$ cat src/rtl/bounded_updown_counter.sv
// Up/down counter confined to a run-time [lo_bound, hi_bound] window with
// wrap, saturate and bounce behaviour at the edges, plus sticky edge flags.
module bounded_updown_counter #(
  parameter int WIDTH  = 32,
  parameter int STEP_W = 8
) (
  input  logic              clock_i,
  input  logic              reset_i,
  input  logic              en_i,
  input  logic              dir_i,
  input  logic [1:0]        mode_i,
  input  logic              load_i,
  input  logic [WIDTH-1:0]  load_value_i,
  input  logic [WIDTH-1:0]  lo_bound_i,
  input  logic [WIDTH-1:0]  hi_bound_i,
  input  logic [STEP_W-1:0] step_i,
  input  logic              clr_flags_i,
  output logic [WIDTH-1:0]  value_o,
  output logic              bound_evt_o,
  output logic              ovf_o,
  output logic              udf_o,
  output logic              bounce_dir_o,
  output logic              at_hi_o,
  output logic              at_lo_o,
  output logic              cfg_err_o
);

  typedef enum logic [1:0] {
    MODE_WRAP     = 2'd0,
    MODE_SAT      = 2'd1,
    MODE_BOUNCE   = 2'd2,
    MODE_WRAP_ALT = 2'd3
  } mode_e;

  logic [WIDTH-1:0] value_q, value_d;
  logic             evt_q, evt_d;
  logic             ovf_q, ovf_d;
  logic             udf_q, udf_d;
  logic             bdir_q, bdir_d;

  mode_e            mode;
  logic             cfg_err;
  logic [WIDTH:0]   step_ext;
  logic [WIDTH:0]   up_raw;
  logic [WIDTH:0]   down_raw;
  logic [WIDTH-1:0] load_clamped;
  logic             going_up;
  logic             hit_hi;
  logic             hit_lo;
  logic             ovf_set;
  logic             udf_set;

  assign mode     = mode_e'(mode_i);
  assign cfg_err  = (lo_bound_i > hi_bound_i);
  assign step_ext = {{(WIDTH + 1 - STEP_W){1'b0}}, step_i};

  // One extra bit keeps the raw result exact: up never overflows, and down
  // is read as signed so a step past zero compares below lo_bound.
  assign up_raw   = {1'b0, value_q} + step_ext;
  assign down_raw = {1'b0, value_q} - step_ext;

  assign going_up = (mode == MODE_BOUNCE) ? !bdir_q : !dir_i;
  assign hit_hi   = (mode == MODE_BOUNCE) ? (up_raw >= {1'b0, hi_bound_i})
                                          : (up_raw >  {1'b0, hi_bound_i});
  assign hit_lo   = (mode == MODE_BOUNCE)
                    ? ($signed(down_raw) <= $signed({1'b0, lo_bound_i}))
                    : ($signed(down_raw) <  $signed({1'b0, lo_bound_i}));

  assign load_clamped = (load_value_i < lo_bound_i) ? lo_bound_i :
                        (load_value_i > hi_bound_i) ? hi_bound_i : load_value_i;

  always_comb begin
    value_d = value_q;
    bdir_d  = bdir_q;
    evt_d   = 1'b0;
    ovf_set = 1'b0;
    udf_set = 1'b0;

    if (load_i) begin
      value_d = cfg_err ? load_value_i : load_clamped;
    end else if (!cfg_err && en_i && (step_i != '0)) begin
      if (value_q < lo_bound_i) begin
        value_d = lo_bound_i;
      end else if (value_q > hi_bound_i) begin
        value_d = hi_bound_i;
      end else if (going_up) begin
        if (hit_hi) begin
          evt_d   = 1'b1;
          ovf_set = 1'b1;
          case (mode)
            MODE_SAT:    value_d = hi_bound_i;
            MODE_BOUNCE: begin
              value_d = hi_bound_i;
              bdir_d  = 1'b1;
            end
            default:     value_d = lo_bound_i;
          endcase
        end else begin
          value_d = up_raw[WIDTH-1:0];
        end
      end else begin
        if (hit_lo) begin
          evt_d   = 1'b1;
          udf_set = 1'b1;
          case (mode)
            MODE_SAT:    value_d = lo_bound_i;
            MODE_BOUNCE: begin
              value_d = lo_bound_i;
              bdir_d  = 1'b0;
            end
            default:     value_d = hi_bound_i;
          endcase
        end else begin
          value_d = down_raw[WIDTH-1:0];
        end
      end
    end

    // A flag being set in the same cycle as a clear request stays set.
    ovf_d = ovf_set | (ovf_q & !clr_flags_i);
    udf_d = udf_set | (udf_q & !clr_flags_i);
  end

  always_ff @(posedge clock_i) begin
    if (!reset_i) begin
      value_q <= '0;
      evt_q   <= 1'b0;
      ovf_q   <= 1'b0;
      udf_q   <= 1'b0;
      bdir_q  <= 1'b0;
    end else begin
      value_q <= value_d;
      evt_q   <= evt_d;
      ovf_q   <= ovf_d;
      udf_q   <= udf_d;
      bdir_q  <= bdir_d;
    end
  end

  assign value_o      = value_q;
  assign bound_evt_o  = evt_q;
  assign ovf_o        = ovf_q;
  assign udf_o        = udf_q;
  assign bounce_dir_o = bdir_q;
  assign at_hi_o      = (value_q == hi_bound_i);
  assign at_lo_o      = (value_q == lo_bound_i);
  assign cfg_err_o    = cfg_err;

endmodule

$ cat config.mk
export PLATFORM = sky130hd
export DESIGN_NAME = bounded_updown_counter
export DESIGN_NICKNAME = d
export VERILOG_FILES = /design/src/rtl/bounded_updown_counter.sv
export SDC_FILE = /design/constraint.sdc
export NUM_CORES = 1
export LEC_CHECK = 0
export BUFFER_PORTS_ARGS = -buffer_cell sky130_fd_sc_hd__buf_2
export CORE_MARGIN = 4
export CORE_UTILIZATION = 28
export DETAILED_ROUTE_END_ITERATION = 8
export PLACE_DENSITY_LB_ADDON = 0.3
export SLEW_MARGIN = 5
export SYNTH_ARGS = -nofsm -noshare
export SYNTH_HDL_FRONTEND = slang
export SYNTH_SLANG_ARGS = --single-unit
$ cat constraint.sdc
create_clock -name clock_i -period 14.5 [get_ports clock_i]
set_clock_uncertainty 0.15 [all_clocks]
set_input_delay 2.175 -clock clock_i [delete_from_list [all_inputs] [get_ports clock_i]]
set_output_delay 2.175 -clock clock_i [all_outputs]
set_load 0.005 [all_outputs]
==> flow_metrics.env <==
export IMPL_clock_latency_ns=0.31
export IMPL_yosysWarnings=0
export IMPL_grt_max_degree=49
export IMPL_grt_pass1_vias=12130
export IMPL_yosysMostFrequentCell="ha_1"
export IMPL_p_int_w=0.0004118
export IMPL_io_buffers=150
export IMPL_comb_power_share=0.694
export IMPL_power_frac_seq=0.169
export IMPL_cts_hold_buffers=0
export IMPL_cts_resized=0
export IMPL_drtIter0Drc=1329
export IMPL_synth_seq_cells=36
export IMPL_pwr_share_clk=0.137
export IMPL_setup_viol=0
export IMPL_pre_cts_slack_ns=5.839
export IMPL_cts_tree="yes"
export IMPL_drv_cap=0
export IMPL_antenna_left=0
export IMPL_drive_gt1_frac=0.1446
export IMPL_arrival_ns=8.66
export IMPL_synth_fa_ha_area_frac=0.2839
export IMPL_criticalPathCategory="primary input to register"
export IMPL_htreeDepth=2
export IMPL_coreArea_um2=37670
export IMPL_die_y_um=203.6
export IMPL_async_reset_ff_frac=0
export IMPL_final_seq_area_um2=720.7
export IMPL_tightest_slew_ns=1.377
export IMPL_netlist_area_um2=10720
export IMPL_route_detailed_drc=0
export IMPL_synth_edf_count=0
export IMPL_powerDensity_nw_per_um2=75.92
export IMPL_ios=151
export IMPL_cp_end_kind="register"
export IMPL_status="completed"
export IMPL_synthXorXnorAreaFrac=0.04740
export IMPL_synth_top_area_share=0.2802
export IMPL_die_x_um=203.6
export IMPL_synth_compound_area_frac=0.3281
export IMPL_final_util=0.3210
export IMPL_yosys_top_cells_count="ha_1 (240), a21oi_1 (110), inv_1 (97), nand2_1 (97), o21ai_0 (84)"
export IMPL_gp_congestion=0.9799
export IMPL_setup_tns_final_ns=0
export IMPL_viasPerCell=6.165
export IMPL_synthTopCellsByArea="ha_1 (28%), dfxtp_1 (6.7%), a21oi_1 (5.1%)"
export IMPL_cts_path_max_buffers=2
export IMPL_syn_area_per_cell_um2=7.542
export IMPL_relSlewSlack=0.08070
export IMPL_dr_pass1_iters=6
export IMPL_worstReg2RegStart="value_o[4]$_SDFFE_PN0P_"
export IMPL_seq_area_frac_synth=0.06725
export IMPL_synth_distinct_cells=87
export IMPL_cts_buffers=5
export IMPL_synthMuxAreaShare=0.01261
export IMPL_final_net_count=1874
export IMPL_syn2layout_area_growth_pct=12.81
export IMPL_syn_nets=1775
export IMPL_grt_antenna_before_repair=0
export IMPL_r2r_cells=17
export IMPL_hpwl_um=41720
export IMPL_fin_crit_ns=8.581
export IMPL_fmax_mhz=116.5
export IMPL_final_hold_viol_count=0
export IMPL_finalWorstSetupSlack_ns=5.919
export IMPL_cp_max_fo=22
export IMPL_final_max_slew_viol_count=0
export IMPL_syn_inst=1421
export IMPL_final_period_utilization=0.5918
export IMPL_routedWlPerCell_um=26.03
export IMPL_power_share_switching=0.5513
export IMPL_track_usage=0.2432
export IMPL_grt_pass1_wl_um=77380
export IMPL_synth_top_family_by_area="compound AO/OA/AOI/OAI gates"
export IMPL_die_area_um2=41470
export IMPL_clk_pin_slew_ns=0.07
export IMPL_rows=71
export IMPL_nFillCells=4165
export IMPL_synth_simple_area_share=0.1960
export IMPL_crit_path_start_kind="primary input"
export IMPL_root_buffer="clkbuf_16"
export IMPL_num_vias=12530
export IMPL_r2r_slack_ns=7.48
export IMPL_vdd_drop_max_uv=40.57
export IMPL_clock_sinks=36
export IMPL_grt_overflow_total=0
export IMPL_rsz0062_at_grt="no"
export IMPL_r2r_end="value_o[23]$_SDFFE_PN0P_"
export IMPL_ys_flop_type="dfxtp_1"
export IMPL_multi_input_area_um2=9325
export IMPL_startpoint="step_i[5]"
export IMPL_power_w=0.0009178
export IMPL_total_leakage_power_nw=5.474
export IMPL_p_sw_w=0.0005060
export IMPL_cp_required_ns=14.57
export IMPL_start_util=0.2845
export IMPL_routed_wirelength_um=52890
export IMPL_yosys_area_top_type="ha_1"
export IMPL_antenna_cells=0
export IMPL_cts_setup_buffers=0
export IMPL_crit_path_end="value_o[23]$_SDFFE_PN0P_"
export IMPL_hp_class="register to register"
## cells in the final DEF (no fill, tap or decap), types with 10 or more instances in the layout
| cell | netlist | final |
|---|---|---|
| xnor2_1 | 39 | 39 |
| o22ai_1 | 11 | 11 |
| o21a_1 | 40 | 40 |
| nor2b_1 | 13 | 13 |
| inv_1 | 97 | 97 |
| nor2_1 | 66 | 65 |
| o21ai_0 | 84 | 83 |
| o211ai_1 | 24 | 24 |
| xor2_1 | 19 | 19 |
| or2_2 | 11 | 11 |
| a21o_1 | 28 | 28 |
| and4_1 | 14 | 14 |
| nand3_1 | 46 | 46 |
| a21oi_1 | 110 | 109 |
| nor4_1 | 14 | 14 |
| ha_1 | 240 | 240 |
| and2_1 | 10 | 10 |
| buf_2 | 11 | 150 |
| a31oi_1 | 23 | 23 |
| a221oi_1 | 18 | 18 |
| a221o_1 | 17 | 17 |
| nand4_1 | 44 | 44 |
| a211oi_1 | 13 | 13 |
| dfxtp_1 | 36 | 36 |
| nor3_1 | 28 | 28 |
| o221ai_1 | 31 | 31 |
| buf_4 | 3 | 19 |
| nand2_1 | 97 | 97 |
| a2111oi_0 | 11 | 10 |
## layer usage
metal	global-route usage	share of wire	wire length (um)
met1	0.3191	0.41	21850
met2	0.3964	0.46	24110
met4	0.1029	0.050	2628
met3	0.03912	0.081	4294
met5	0	0	0
## through the flow
stage / cells / hold WS, ns / area, um^2
2_1_floorplan: 1421 / 0.4180 / 10720
3_3_place_gp: 2024 / 0.4172 / 11940
3_5_place_dp: 2024 / 0.4178 / 11940
4_1_cts: 2032 / 0.4327 / 12090
5_1_grt: 2032 / 0.4858 / 12090
6_report: 2032 / 0.4244 / 12090
## flip-flops by register name, indices dropped and copies added (netlist names)
register      cells
ovf_o             1
bound_evt_o       1
bounce_dir_o      1
udf_o             1
value_o          32
## worst max-delay path, cell delays in order
cell	delay (ns)
buf_2	0.11
inv_1	0.04
ha_1	0.37
inv_1	0.13
a221oi_1	0.61
nand3_1	0.68
and3_1	0.38
xnor2_1	0.30
inv_1	0.09
ha_1	0.30
nand4_1	0.18
or4_4	0.20
o221ai_1	0.13
a2111oi_0	0.97
a21o_1	0.68
and2_4	0.53
a221oi_1	0.16
a311o_1	0.38
a41oi_1	0.22
## worst min-delay path by stage
stage	from	to	slack, ns	depth (start not counted)
detailed placement	udf_o$_SDFF_PN0_	udf_o$_SDFF_PN0_	0.42	2
global route	udf_o$_SDFF_PN0_	udf_o$_SDFF_PN0_	0.49	2
finish	udf_o$_SDFF_PN0_	udf_o$_SDFF_PN0_	0.42	2
floorplan	udf_o$_SDFF_PN0_	udf_o$_SDFF_PN0_	0.42	2
CTS	udf_o$_SDFF_PN0_	udf_o$_SDFF_PN0_	0.43	2
global placement	udf_o$_SDFF_PN0_	udf_o$_SDFF_PN0_	0.42	2
## kinds of logic after synthesis
logic type | Yosys count
AOI/OAI and AO/OA | 501
and+or+nand+nor | 397
adders and majority gates | 242
buffers and inverters | 174
xor gates and xnor gates | 58
DFF | 36
muxes | 13
## area by class of cell
class | count | area share
multi-input combinational | 1211 | 0.7714
timing repair buffer | 169 | 0.07390
sequential | 36 | 0.05961
tap | 511 | 0.05289
inverter | 97 | 0.03012
clock buffer | 8 | 0.01211
## power groups by stage
stage / Sequential (W) / Clock [W] / Combinational [W]
5_1_grt: 0.000157 / 0.000128 / 0.000693
6_report: 0.000155 / 0.000126 / 0.000637
4_1_cts: 0.000153 / 0.000126 / 0.000623
2_1_floorplan: 0.000130 / 0 / 0.000414
3_5_place_dp: 0.000155 / 0 / 0.000619
3_3_place_gp: 0.000155 / 0 / 0.000611
Note: power is estimated with default switching activity, not from simulation.
